--- config.mk ---
export PLATFORM = sky130hd
export DESIGN_NAME = fpu_cmd_sequencer
export DESIGN_NICKNAME = d
export VERILOG_FILES = /design/src/rtl/fpu_seq_pkg.sv /design/src/rtl/fpu_seq_fifo.sv /design/src/rtl/fpu_cmd_sequencer.sv
export SDC_FILE = /design/constraint.sdc
export NUM_CORES = 1
export LEC_CHECK = 0
export ABC_AREA = 1
export ABC_CLOCK_PERIOD_IN_PS = 5800
export BUFFER_PORTS_ARGS = -buffer_cell sky130_fd_sc_hd__buf_2
export CAP_MARGIN = 40
export CORE_AREA = 2 2 118 166
export CTS_CLUSTER_DIAMETER = 200
export DETAILED_ROUTE_END_ITERATION = 10
export DIE_AREA = 0 0 120 168
export HOLD_SLACK_MARGIN = 0.12
export PLACE_DENSITY = 0.67
export SYNTH_ARGS = -nofsm -noshare
export SYNTH_HDL_FRONTEND = slang
export SYNTH_SLANG_ARGS = --single-unit
--- constraint.sdc ---
create_clock -name clk -period 5.8 [get_ports clk]
set_clock_uncertainty 0.15 [all_clocks]
set_input_delay 1.16 -clock clk [delete_from_list [all_inputs] [get_ports clk]]
set_output_delay 1.16 -clock clk [all_outputs]
set_load 0.005 [all_outputs]
--- src/rtl/fpu_seq_pkg.sv ---
// Shared types and constants for the FPU command sequencer.
package fpu_seq_pkg;

    localparam int unsigned OP_W    = 3;
    localparam int unsigned REG_W   = 5;
    localparam int unsigned RM_W    = 3;
    localparam int unsigned DATA_W  = 32;
    localparam int unsigned FLAG_W  = 9;
    localparam int unsigned STATE_W = 3;

    localparam logic [STATE_W-1:0] S_IDLE = 3'd0;
    localparam logic [STATE_W-1:0] S_HWR  = 3'd1;
    localparam logic [STATE_W-1:0] S_CLR  = 3'd2;
    localparam logic [STATE_W-1:0] S_RD   = 3'd3;
    localparam logic [STATE_W-1:0] S_LD   = 3'd4;
    localparam logic [STATE_W-1:0] S_EXEC = 3'd5;
    localparam logic [STATE_W-1:0] S_WB   = 3'd6;

    localparam logic [OP_W-1:0] OP_ADD  = 3'd0;
    localparam logic [OP_W-1:0] OP_MUL  = 3'd1;
    localparam logic [OP_W-1:0] OP_DIV  = 3'd2;
    localparam logic [OP_W-1:0] OP_SQRT = 3'd3;
    localparam logic [OP_W-1:0] OP_CMP  = 3'd4;

    // Queued command word, op in the MSBs.
    typedef struct packed {
        logic [OP_W-1:0]  op;
        logic [REG_W-1:0] rd;
        logic [REG_W-1:0] rs1;
        logic [REG_W-1:0] rs2;
        logic [RM_W-1:0]  rm;
    } cmd_t;

    localparam int unsigned CMD_W = $bits(cmd_t);

    localparam int unsigned RSP_GREAT    = 0;
    localparam int unsigned RSP_EQ       = 1;
    localparam int unsigned RSP_LESS     = 2;
    localparam int unsigned RSP_DIV_ZERO = 3;
    localparam int unsigned RSP_INEXACT  = 4;
    localparam int unsigned RSP_INV      = 5;
    localparam int unsigned RSP_UN       = 6;
    localparam int unsigned RSP_OV       = 7;
    localparam int unsigned RSP_TIMEOUT  = 8;

endpackage

--- src/rtl/fpu_seq_fifo.sv ---
// Synchronous FIFO with full/empty; simultaneous push and pop allowed when full.
module fpu_seq_fifo #(
    parameter int unsigned WIDTH = 8,
    parameter int unsigned DEPTH = 4
) (
    input  logic             clk,
    input  logic             rstp,
    input  logic             i_push,
    input  logic             i_pop,
    input  logic [WIDTH-1:0] i_data,
    output logic [WIDTH-1:0] o_data,
    output logic             o_full,
    output logic             o_empty
);

    localparam int unsigned AW = (DEPTH > 1) ? $clog2(DEPTH) : 1;
    localparam int unsigned CW = $clog2(DEPTH + 1);

    logic [WIDTH-1:0] r_mem [DEPTH];
    logic [AW-1:0]    r_wr_ptr;
    logic [AW-1:0]    r_rd_ptr;
    logic [CW-1:0]    r_count;
    logic             w_push;
    logic             w_pop;

    assign w_pop  = i_pop && !o_empty;
    assign w_push = i_push && (!o_full || w_pop);

    // Power-of-two depth lets the pointers wrap naturally.
    always_ff @(posedge clk or negedge rstp) begin
        if (!rstp) begin
            r_wr_ptr <= '0;
            r_rd_ptr <= '0;
            r_count  <= '0;
        end else begin
            if (w_push) r_wr_ptr <= r_wr_ptr + AW'(1);
            if (w_pop)  r_rd_ptr <= r_rd_ptr + AW'(1);
            case ({w_push, w_pop})
                2'b10:   r_count <= r_count + CW'(1);
                2'b01:   r_count <= r_count - CW'(1);
                default: r_count <= r_count;
            endcase
        end
    end

    always_ff @(posedge clk) begin
        if (w_push) r_mem[r_wr_ptr] <= i_data;
    end

    assign o_data  = r_mem[r_rd_ptr];
    assign o_full  = (r_count == CW'(DEPTH));
    assign o_empty = (r_count == '0);

endmodule

--- src/rtl/fpu_cmd_sequencer.sv ---
// Drives the FPU through clear/read/load/execute/writeback for each queued command.
// Define FPU_SEQ_PERF_EN to add the perf_retired / perf_busy_cyc counters.
module fpu_cmd_sequencer
    import fpu_seq_pkg::*;
#(
    parameter int unsigned FIFO_DEPTH   = 4,
    parameter int unsigned TIMEOUT_CYC  = 15,
    parameter int unsigned SCRATCH_ADDR = 31
) (
    input  logic        clk,
    input  logic        rstp,
    input  logic        cmd_valid,
    output logic        cmd_ready,
    input  logic [2:0]  cmd_op,
    input  logic [4:0]  cmd_rd,
    input  logic [4:0]  cmd_rs1,
    input  logic [4:0]  cmd_rs2,
    input  logic [2:0]  cmd_rm,
    input  logic        host_wr_valid,
    output logic        host_wr_ready,
    input  logic [4:0]  host_wr_addr,
    input  logic [31:0] host_wr_data,
    output logic        rsp_valid,
    input  logic        rsp_ready,
    output logic [4:0]  rsp_rd,
    output logic [8:0]  rsp_flags,
    output logic [31:0] fpu_inp,
    output logic [4:0]  fpu_addr1,
    output logic [4:0]  fpu_addr2,
    output logic [4:0]  fpu_addr3,
    output logic [2:0]  fpu_opcode_in,
    output logic [2:0]  fpu_round_mp,
    output logic        fpu_enable,
    output logic        fpu_ld,
    input  logic        fpu_done,
    input  logic        fpu_ov,
    input  logic        fpu_un,
    input  logic        fpu_inv,
    input  logic        fpu_inexact,
    input  logic        fpu_div_zero,
    input  logic        fpu_less,
    input  logic        fpu_eq,
    input  logic        fpu_great,
`ifdef FPU_SEQ_PERF_EN
    output logic [15:0] perf_retired,
    output logic [31:0] perf_busy_cyc,
`endif
    output logic        busy
);

    localparam int unsigned TCNT_W = $clog2(TIMEOUT_CYC + 1);
    localparam logic [REG_W-1:0] SCRATCH = REG_W'(SCRATCH_ADDR);

    logic [STATE_W-1:0] r_state;
    logic [STATE_W-1:0] w_state_nxt;
    cmd_t               r_cmd;
    cmd_t               w_head;
    cmd_t               w_cmd_in;
    logic               w_fifo_full;
    logic               w_fifo_empty;
    logic               w_push;
    logic               w_pop;
    logic               w_load_cmd;
    logic [TCNT_W-1:0]  r_tcnt;
    logic [TCNT_W-1:0]  w_tcnt_nxt;

    logic               r_rsp_valid;
    logic [REG_W-1:0]   r_rsp_rd;
    logic [FLAG_W-1:0]  r_rsp_flags;
    logic               w_rsp_set;
    logic [REG_W-1:0]   w_rsp_rd_nxt;
    logic [FLAG_W-1:0]  w_rsp_flags_nxt;

    logic               r_fpu_enable, w_fpu_enable_nxt;
    logic               r_fpu_ld, w_fpu_ld_nxt;
    logic [REG_W-1:0]   r_fpu_addr1, w_fpu_addr1_nxt;
    logic [REG_W-1:0]   r_fpu_addr2, w_fpu_addr2_nxt;
    logic [REG_W-1:0]   r_fpu_addr3, w_fpu_addr3_nxt;
    logic [DATA_W-1:0]  r_fpu_inp, w_fpu_inp_nxt;
    logic [OP_W-1:0]    r_fpu_opcode, w_fpu_opcode_nxt;
    logic [RM_W-1:0]    r_fpu_rm, w_fpu_rm_nxt;
    logic               r_host_wr_ready, w_host_wr_ready_nxt;

    assign w_cmd_in = {cmd_op, cmd_rd, cmd_rs1, cmd_rs2, cmd_rm};
    assign w_push   = cmd_valid && !w_fifo_full;

    fpu_seq_fifo #(
        .WIDTH (CMD_W),
        .DEPTH (FIFO_DEPTH)
    ) u_fifo (
        .clk     (clk),
        .rstp    (rstp),
        .i_push  (w_push),
        .i_pop   (w_pop),
        .i_data  (w_cmd_in),
        .o_data  (w_head),
        .o_full  (w_fifo_full),
        .o_empty (w_fifo_empty)
    );

    // Next state, FIFO pop, timeout count and response capture.
    always_comb begin
        w_state_nxt     = r_state;
        w_pop           = 1'b0;
        w_load_cmd      = 1'b0;
        w_tcnt_nxt      = r_tcnt;
        w_rsp_set       = 1'b0;
        w_rsp_rd_nxt    = r_cmd.rd;
        w_rsp_flags_nxt = '0;
        case (r_state)
            S_IDLE: begin
                w_tcnt_nxt = '0;
                if (host_wr_valid) begin
                    w_state_nxt = S_HWR;
                end else if (!w_fifo_empty && !r_rsp_valid) begin
                    w_pop = 1'b1;
                    if (w_head.op <= OP_CMP) begin
                        w_state_nxt = S_CLR;
                        w_load_cmd  = 1'b1;
                    end else begin
                        w_rsp_set                = 1'b1;
                        w_rsp_rd_nxt             = w_head.rd;
                        w_rsp_flags_nxt[RSP_INV] = 1'b1;
                    end
                end
            end
            S_HWR:  w_state_nxt = S_IDLE;
            S_CLR:  w_state_nxt = S_RD;
            S_RD:   w_state_nxt = S_LD;
            S_LD:   w_state_nxt = S_EXEC;
            S_EXEC: begin
                w_tcnt_nxt = r_tcnt + TCNT_W'(1);
                // A done on the final allowed cycle takes precedence over the timeout.
                if (fpu_done) begin
                    w_state_nxt     = S_WB;
                    w_rsp_set       = 1'b1;
                    w_rsp_flags_nxt = {1'b0, fpu_ov, fpu_un, fpu_inv, fpu_inexact,
                                       fpu_div_zero, fpu_less, fpu_eq, fpu_great};
                end else if (w_tcnt_nxt == TCNT_W'(TIMEOUT_CYC)) begin
                    w_state_nxt                  = S_WB;
                    w_rsp_set                    = 1'b1;
                    w_rsp_flags_nxt[RSP_TIMEOUT] = 1'b1;
                end
            end
            S_WB: begin
                w_state_nxt = S_IDLE;
                w_tcnt_nxt  = '0;
            end
            default: w_state_nxt = S_IDLE;
        endcase
    end

    // FPU pin values for the upcoming state; scratch entry absorbs idle writes.
    always_comb begin
        w_fpu_enable_nxt    = 1'b1;
        w_fpu_ld_nxt        = 1'b0;
        w_fpu_addr1_nxt     = '0;
        w_fpu_addr2_nxt     = '0;
        w_fpu_addr3_nxt     = SCRATCH;
        w_fpu_inp_nxt       = '0;
        w_fpu_opcode_nxt    = '0;
        w_fpu_rm_nxt        = '0;
        w_host_wr_ready_nxt = 1'b0;
        case (w_state_nxt)
            S_HWR: begin
                w_fpu_enable_nxt    = 1'b0;
                w_fpu_addr1_nxt     = host_wr_addr;
                w_fpu_inp_nxt       = host_wr_data;
                w_host_wr_ready_nxt = 1'b1;
            end
            S_CLR: begin
                w_fpu_enable_nxt = 1'b0;
                w_fpu_addr1_nxt  = SCRATCH;
            end
            S_RD, S_LD, S_EXEC, S_WB: begin
                w_fpu_addr1_nxt  = r_cmd.rs1;
                w_fpu_addr2_nxt  = r_cmd.rs2;
                w_fpu_opcode_nxt = r_cmd.op;
                w_fpu_rm_nxt     = r_cmd.rm;
                w_fpu_ld_nxt     = (w_state_nxt == S_LD);
                if (w_state_nxt == S_EXEC || w_state_nxt == S_WB) begin
                    w_fpu_addr3_nxt = r_cmd.rd;
                end
            end
            default: ;
        endcase
    end

    always_ff @(posedge clk or negedge rstp) begin
        if (!rstp) begin
            r_state         <= S_IDLE;
            r_cmd           <= '0;
            r_tcnt          <= '0;
            r_fpu_enable    <= 1'b1;
            r_fpu_ld        <= 1'b0;
            r_fpu_addr1     <= '0;
            r_fpu_addr2     <= '0;
            r_fpu_addr3     <= SCRATCH;
            r_fpu_inp       <= '0;
            r_fpu_opcode    <= '0;
            r_fpu_rm        <= '0;
            r_host_wr_ready <= 1'b0;
        end else begin
            r_state         <= w_state_nxt;
            r_tcnt          <= w_tcnt_nxt;
            if (w_load_cmd) r_cmd <= w_head;
            r_fpu_enable    <= w_fpu_enable_nxt;
            r_fpu_ld        <= w_fpu_ld_nxt;
            r_fpu_addr1     <= w_fpu_addr1_nxt;
            r_fpu_addr2     <= w_fpu_addr2_nxt;
            r_fpu_addr3     <= w_fpu_addr3_nxt;
            r_fpu_inp       <= w_fpu_inp_nxt;
            r_fpu_opcode    <= w_fpu_opcode_nxt;
            r_fpu_rm        <= w_fpu_rm_nxt;
            r_host_wr_ready <= w_host_wr_ready_nxt;
        end
    end

    // Response holds until consumed; a new one is only produced while empty.
    always_ff @(posedge clk or negedge rstp) begin
        if (!rstp) begin
            r_rsp_valid <= 1'b0;
            r_rsp_rd    <= '0;
            r_rsp_flags <= '0;
        end else if (w_rsp_set) begin
            r_rsp_valid <= 1'b1;
            r_rsp_rd    <= w_rsp_rd_nxt;
            r_rsp_flags <= w_rsp_flags_nxt;
        end else if (r_rsp_valid && rsp_ready) begin
            r_rsp_valid <= 1'b0;
        end
    end

`ifdef FPU_SEQ_PERF_EN
    logic [15:0] r_perf_retired;
    logic [31:0] r_perf_busy_cyc;

    always_ff @(posedge clk or negedge rstp) begin
        if (!rstp) begin
            r_perf_retired  <= '0;
            r_perf_busy_cyc <= '0;
        end else begin
            if (w_rsp_set && (r_perf_retired != 16'hFFFF)) r_perf_retired <= r_perf_retired + 16'd1;
            if (r_state != S_IDLE) r_perf_busy_cyc <= r_perf_busy_cyc + 32'd1;
        end
    end

    assign perf_retired  = r_perf_retired;
    assign perf_busy_cyc = r_perf_busy_cyc;
`endif

    assign cmd_ready     = !w_fifo_full;
    assign host_wr_ready = r_host_wr_ready;
    assign rsp_valid     = r_rsp_valid;
    assign rsp_rd        = r_rsp_rd;
    assign rsp_flags     = r_rsp_flags;
    assign fpu_inp       = r_fpu_inp;
    assign fpu_addr1     = r_fpu_addr1;
    assign fpu_addr2     = r_fpu_addr2;
    assign fpu_addr3     = r_fpu_addr3;
    assign fpu_opcode_in = r_fpu_opcode;
    assign fpu_round_mp  = r_fpu_rm;
    assign fpu_enable    = r_fpu_enable;
    assign fpu_ld        = r_fpu_ld;
    assign busy          = (r_state != S_IDLE) || !w_fifo_empty;

endmodule
* Yosys cells after proc, flatten, opt, wreduce, memory -nomap -nowiden
Memories as Yosys holds them, arrays and structs flattened.
Index checks and enable logic that the tools add are counted.
** Word-level totals
- RAM bits :: 84
- Memory bits (read-only) :: 0
- Memories kept :: 1
- Input port bits :: 72
- Output and inout port bits :: 73
- Bits in latches :: 0
- Flip-flop bits (word level) :: 106
** Memory list
- u_fifo.r_mem :: words 4, bits a word 21, read ports 1, clocked after Yosys merged registers in 0, write ports 1, RTL line fpu_seq_fifo.sv:19 : logic [WIDTH-1:0] r_mem [DEPTH];
** Cells by class
- $mul :: 0
- Shift-type cells :: 0
- Reduce and logical (&&, ||, !) cells :: 20
- Bitwise logic cells :: 0
- $lt $le $gt $ge :: 1
- Div/mod/pow operators :: 0
- Equality and inequality tests :: 15
- $add $sub $neg :: 5
- Multiplexer cells :: 44
** Operators by type and width (count)
- $mux W5 :: 8
- $mux W32 :: 1
- $mux W3 :: 8
- $eq A3 B3 Y1 const B :: 7
- $mux W1 :: 20
- $pmux W3 S5 :: 1
- $pmux W5 S3 :: 1
- $eq A3 B2 Y1 const B :: 4
- $mux W8 :: 1
- $pmux W4 S2 :: 1
- $logic_not A3 Y1 :: 2
- $pmux W3 S2 :: 1
- $reduce_bool A2 Y1 :: 3
- $logic_and A1 B1 Y1 :: 5
- $add A2 B1 Y2 const B :: 2
- $add A4 B1 Y4 const B :: 1
- $eq A4 B4 Y1 const B :: 1
- $pmux W1 S2 :: 2
- $reduce_or A2 Y1 :: 2
- $reduce_or A4 Y1 :: 1
- $add A3 B1 Y3 const B :: 1
- $eq A3 B1 Y1 const B :: 1
- $le A3 B3 Y1 const B :: 1
- $logic_not A1 Y1 :: 3
- other kinds (5) :: 7

* Depth between registers and ports, before layout
- Depth in word-level cells :: 11
- Gate-level depth with buffers :: 13
- Gate-level depth less buffers :: 12

* By module
A second synthesis with hierarchy kept.
** Second synthesis, totals
- Cell total of the unflattened synthesis :: 656
- Area, all modules :: 7460.9 sq um
** By module, submodules not included
- fpu_cmd_sequencer :: sequential area each 2484.9 sq um, instances 1, cells each 397, area each 3897.5 sq um
- fpu_seq_fifo :: sequential area each 2697.6 sq um, instances 1, cells each 259, area each 3563.4 sq um

* Worst setup path after synthesis
OpenSTA, ideal clock, no wires.
- Kind :: input -> register
- Start point :: in host_wr_valid
- End point :: reg u_fifo.r_count[2]
- Stages :: 8
- Slack :: 2.954 ns
- Buffers on the path :: 0
- Data required time :: 5.519 ns
- Data arrival time :: 2.565 ns
- Cells stage by stage :: nand3b_2 -> nor2_8 -> ha_1 -> inv_1 -> fa_1 -> a21oi_1 -> o21ai_0 -> xor2_1
** On the way
- Word-level cells in the longest chain between the ends :: 7
- Elaborated cells between the ends (all ways) :: 9
- Those cells by class :: eq/ne (2); mux (3); reduce/logical (4)
** Ends and longest elaborated chain
- start, declared :: RTL line fpu_cmd_sequencer.sv:19 : input logic host_wr_valid,
- $mux W1 * :: RTL line fpu_cmd_sequencer.sv:113 : if (host_wr_valid) begin
- $mux W1 * :: RTL line fpu_cmd_sequencer.sv:110 : case (r_state)
- $logic_and A1 B1 Y1 * :: RTL line fpu_seq_fifo.sv:26 : assign w_pop = i_pop && !o_empty;
- named net u_fifo.w_pop :: RTL line fpu_seq_fifo.sv:24 : logic w_pop;
- $logic_or A1 B1 Y1 :: RTL line fpu_seq_fifo.sv:27 : assign w_push = i_push && (!o_full || w_pop);
- $logic_and A1 B1 Y1 :: RTL line fpu_seq_fifo.sv:27
- $eq A2 B1 Y1 or $eq A2 B2 Y1 (tied branches) :: RTL line fpu_seq_fifo.sv:38 : case ({w_push, w_pop})
- $pmux W3 S2 or $reduce_bool A2 Y1 (tied branches)
- end signal, assigned :: RTL line fpu_seq_fifo.sv:39 : 2'b10: r_count <= r_count + CW'(1);
- end signal, assigned :: RTL line fpu_seq_fifo.sv:40 : 2'b01: r_count <= r_count - CW'(1);
- end signal, assigned :: RTL line fpu_seq_fifo.sv:41 : default: r_count <= r_count;
- end, declared :: RTL line fpu_seq_fifo.sv:22 : logic [CW-1:0] r_count;
The timed path passes the listed nets; every way through them passes the cells marked *.
A chain may end at the register's enable or synchronous reset.

* Worst setup path in the final report
- Start point :: reg u_fifo.r_rd_ptr[1]
- End point :: reg r_state[1]
** On the way
- Word-level cells in the longest chain between the ends :: 6
** Ends and longest elaborated chain
- start, declared :: RTL line fpu_seq_fifo.sv:21 : logic [AW-1:0] r_rd_ptr;
- start signal, assigned :: RTL line fpu_seq_fifo.sv:37 : if (w_pop) r_rd_ptr <= r_rd_ptr + AW'(1);
- $mem_v2 Z4 W21
- $le A3 B3 Y1 :: RTL line fpu_cmd_sequencer.sv:117 : if (w_head.op <= OP_CMP) begin
- $mux W3 :: RTL line fpu_cmd_sequencer.sv:117
- $mux W3 :: RTL line fpu_cmd_sequencer.sv:115 : end else if (!w_fifo_empty && !r_rsp_valid) begin
- $mux W3 :: RTL line fpu_cmd_sequencer.sv:113
- $pmux W3 S5 :: RTL line fpu_cmd_sequencer.sv:110
- named net w_state_nxt[1] :: RTL line fpu_cmd_sequencer.sv:55 : logic [STATE_W-1:0] w_state_nxt;
- end signal, assigned :: RTL line fpu_cmd_sequencer.sv:204 : r_state <= w_state_nxt;
- end, declared :: RTL line fpu_cmd_sequencer.sv:54 : logic [STATE_W-1:0] r_state;
The timed path passes the listed nets, and every way through them passes these cells.

==> qor.yml <==
synth.cells.most_frequent: "sky130_fd_sc_hd__nand2_1 (150), sky130_fd_sc_hd__dfrtp_1 (100), sky130_fd_sc_hd__edfxtp_1 (84), sky130_fd_sc_hd__nor2_1 (82), sky130_fd_sc_hd__inv_1 (77)"
worst_setup_slack_after_layout_ps: 2933
cts_hold_buf: 0
main_synth_ff_type: "sky130_fd_sc_hd__dfrtp_1"
cts_buffer_depth: 2
met3_wirelength_um: 670
detail_route.wirelength_um: 14480
worstPathCellList: "inv_1 -> nand3_1 -> nand2_1 -> nand2_2 -> nand2_2 -> nand3b_4 -> nand3_1"
synth_top_cell_by_area: "sky130_fd_sc_hd__edfxtp_1"
postSynth.asyncResetShare: 0.5579
flow.area_growth_from_synthesis_pct: 21.29
drt_pass1_iterations: 4
post_synth_instance_area_um2: 7381
count_of_final_setup_violators: 0
post-route-period-util: 0.4943
worst-endpoint-required_ps: 5920
syn_area_per_cell_um2: 11.13
power_density_nw_per_um2: 489.3
outcome: "completed"
grt_setup_unrepaired: "no"
cts_tree: "built"
holdCritPathClass: "reg2reg"
mappedNetlistNets: 743
slew_at_the_pin_with_the_worst_max_slew_slack_ps: 776.7
grt_start_max_net_pins: 61
report.final.hold_viol_count: 0
route.top_layer_used: "met4"
critPathBufInv: 1
std_cell_rows: 60
end_point_of_the_worst_hold_path: "rsp_flags[8]$_DFFE_PN0P_"
worstRegToRegCells: 7
cts_root_buf: "sky130_fd_sc_hd__clkbuf_16"
post_synth_main_area_contributors: "sky130_fd_sc_hd__edfxtp_1 (34%), sky130_fd_sc_hd__dfrtp_1 (34%), sky130_fd_sc_hd__nand2_1 (7.6%)"
critical_path.endpoint_type: "register"
top_level_ports: 145
die_area_um2: 20160
avgRoutedWirePerCell_um: 13.48
grt.overflow.total: 0
die-width_um: 120
first_global_vias: 4882
cpPeakStageDelay_ps: 820
met2WireLength_um: 7393
irDropWorstVdd_mv: 0.2369
core_area_um2: 18840
detailroute.via_count: 4854
grt_pass1_wl_um: 23670
totalNegativeSetupSlack_ps: 0
fin_total_pwr_mw: 4.380
finalWeightedCongestion: 0.7821
most_used_standard_cell_by_instance_count_after_synthesis: "sky130_fd_sc_hd__nand2_1"
seq_area_frac_synth: 0.7022
path_clk_slew_ps: 70
grt_antenna_before_repair: 1
clock_latency_ps: 420
startpoint_type: "register"
timing.hold.worst_path_depth: 2
numPortBuffers: 144
post-route-drc-count: 0
cts_repair_resize_count: 0
global_route.usage.total: 0.1489
setup.worst_path.class: "reg2reg"
initial_core_util: 0.3917
final_net_count: 892
timing.max_cap.violations: 0
detailed_place.area_um2: 8371
initial_detailed_routing_violation_count: 246
cp.arrival_ps: 2990
h-tree-depth: 4
cts-buffers-inserted: 17
synth_seq_cells: 190
timing.critical_path.max_delay_family: "simple AND/OR/NAND/NOR gates"
fin_area_um2: 8952
fillCellCount: 1753
critical-path-slowest-cell: "sky130_fd_sc_hd__dfrtp_1"
postCtsSetupRepairBufs: 0
post_synth_inst_count: 663
timing.rr.end: "r_state[1]$_DFF_PN0_"
worst_r2r_startpoint: "u_fifo.r_rd_ptr[1]$_DFFE_PN0P_"
max_clock_freq_ghz: 0.3488
critical_path.max_fanout: 35
maxSlewHeadroom: 0.4816
synth-edff-count: 84
post_route_cells_drive_above_1_share: 0.2533
drv_slew: 0
ys.warnings.count: 0
cts.sinks: 190
timing.hold.worst.start: "rsp_flags[8]$_DFFE_PN0P_"
yosysUniqueCellTypes: 33
timing.final.crit_period_ps: 2867
timing.reg2reg.setup_slack_ps: 2930
placement.setup.worst_slack_ps: 2737
yosysTopAreaCellShare: 0.3418
met1_length_um: 6051
drt.antenna.violating_nets: 0
worst_hold_margin_ps: 316.7
post-dp-hpwl_um: 9768
p_leak_nw: 4.354
drt-vias-per-instance: 4.520
die_height_um: 168
-- layer usage --
| metal | vias up | GRT usage |
|---|---|---|
| met3 | 25 | 0.03320 |
| li1 | 2442 | - |
| met2 | 132 | 0.2559 |
| met1 | 2255 | 0.1738 |
| met4 | 0 | 0.07570 |
| met5 | - | 0 |
-- power by group --
group / switching [mW] / total (mW) / internal (mW)
clock network: 0.524 / 1.13 / 0.611
registers: 0.142 / 1.92 / 1.78
logic: 0.878 / 1.32 / 0.444
total: 1.54 / 4.38 / 2.84
-- state kept, by name (all words and copies together), names as in the netlist --
signal / flops
u_fifo.r_mem: 84
fpu_opcode_in: 3
u_fifo.r_count: 3
rsp_flags: 9
u_fifo.r_wr_ptr: 2
fpu_round_mp: 3
fpu_addr1: 5
fpu_addr2: 5
fpu_inp: 32
u_fifo.r_rd_ptr: 2
host_wr_ready: 1
r_tcnt: 4
rsp_rd: 5
rsp_valid: 1
r_state: 3
fpu_ld: 1
r_cmd: 21
fpu_enable: 1
fpu_addr3: 5
-- worst max path at each step --
stage,start,depth (start not counted),slack [ps],to
final,u_fifo.r_rd_ptr[1]$_DFFE_PN0P_,7,2930,r_state[1]$_DFF_PN0_
after global routing,u_fifo.r_rd_ptr[1]$_DFFE_PN0P_,7,2710,r_cmd[5]$_DFFE_PN0P_
after CTS,u_fifo.r_rd_ptr[1]$_DFFE_PN0P_,7,2890,r_state[1]$_DFF_PN0_
after detailed placement,host_wr_valid,9,2740,u_fifo.r_count[2]$_DFFE_PN0P_
after global placement,host_wr_valid,9,2740,u_fifo.r_count[2]$_DFFE_PN0P_
after floorplan,host_wr_valid,8,2950,u_fifo.r_count[2]$_DFFE_PN0P_
-- stage by stage --
stage	instances	util
after floorplan	663	-
after global placement	1040	0.4428
after detailed placement	1041	0.4442
after CTS	1073	0.4750
after global routing	1074	0.4751
final	1074	0.4751
-- worst reg2reg max path, stage by stage, from the launching register on --
cell and delay [ps]:
sky130_fd_sc_hd__dfrtp_1 820, sky130_fd_sc_hd__inv_1 600, sky130_fd_sc_hd__nand3_1 240, sky130_fd_sc_hd__nand2_1 130, sky130_fd_sc_hd__nand2_2 210, sky130_fd_sc_hd__nand2_2 90
sky130_fd_sc_hd__nand3b_4 330, sky130_fd_sc_hd__nand3_1 150
-- final cells by class --
cell class,count,area (um2),share of cell area
inverter,81,309.0,0.03452
tap,248,310.3,0.03466
sequential,190,5182,0.5789
clock inverter,14,150.1,0.01677
antenna,1,2.502,0.0002795
timing repair buffer,153,810.8,0.09057
clock buffer,18,429.2,0.04794
multi-input combinational,369,1758,0.1964
-- logic make-up (layout without fill, tap and decap cells) --
family                   count (synthesis)  count (layout)  synth area share
AND/OR/NAND/NOR                        298             298            0.1749
adder cells (fa/ha/maj)                  8               8           0.01458
flip-flops                             190             190            0.7022
AO/OA/AOI/OAI                           58              58           0.04272
other                                    0               1                 0
XOR/XNOR                                 5               5          0.005933
buffers and inverters                  104             266           0.05967
-- placed cells by master, fill, tap and decap left out --
cell                         count
sky130_fd_sc_hd__diode_2         1
sky130_fd_sc_hd__dfrtp_1       100
sky130_fd_sc_hd__buf_2         143
sky130_fd_sc_hd__nor2_8          1
sky130_fd_sc_hd__nand3b_2        1
sky130_fd_sc_hd__inv_8           4
sky130_fd_sc_hd__inv_6           3
sky130_fd_sc_hd__clkinv_4        4
sky130_fd_sc_hd__bufinv_16       1
sky130_fd_sc_hd__inv_4           3
sky130_fd_sc_hd__inv_2           2
sky130_fd_sc_hd__a21oi_2         2
sky130_fd_sc_hd__clkbuf_16      17
sky130_fd_sc_hd__or2_2           1
sky130_fd_sc_hd__ha_1            7
sky130_fd_sc_hd__nor2_4          2
sky130_fd_sc_hd__nand2_1       150
sky130_fd_sc_hd__buf_4           9
sky130_fd_sc_hd__nor3_1          1
sky130_fd_sc_hd__xor2_1          4
sky130_fd_sc_hd__o22ai_1        14
sky130_fd_sc_hd__xnor2_1         1
sky130_fd_sc_hd__dfstp_2         6
sky130_fd_sc_hd__o21ai_0        33
sky130_fd_sc_hd__edfxtp_1       84
sky130_fd_sc_hd__clkbuf_1        1
sky130_fd_sc_hd__nand4_1         8
sky130_fd_sc_hd__inv_1          77
sky130_fd_sc_hd__o21ai_1         7
sky130_fd_sc_hd__nand2_2         3
sky130_fd_sc_hd__a21oi_1         2
sky130_fd_sc_hd__nand2_4         2
sky130_fd_sc_hd__nand3b_4        1
sky130_fd_sc_hd__buf_16          1
sky130_fd_sc_hd__nand3_1        44
sky130_fd_sc_hd__clkinvlp_4      1
sky130_fd_sc_hd__nor2_2          1
sky130_fd_sc_hd__fa_1            1
sky130_fd_sc_hd__nand3_4         1
sky130_fd_sc_hd__nor2_1         82
No activity file was read; power rests on OpenSTA's default activity.
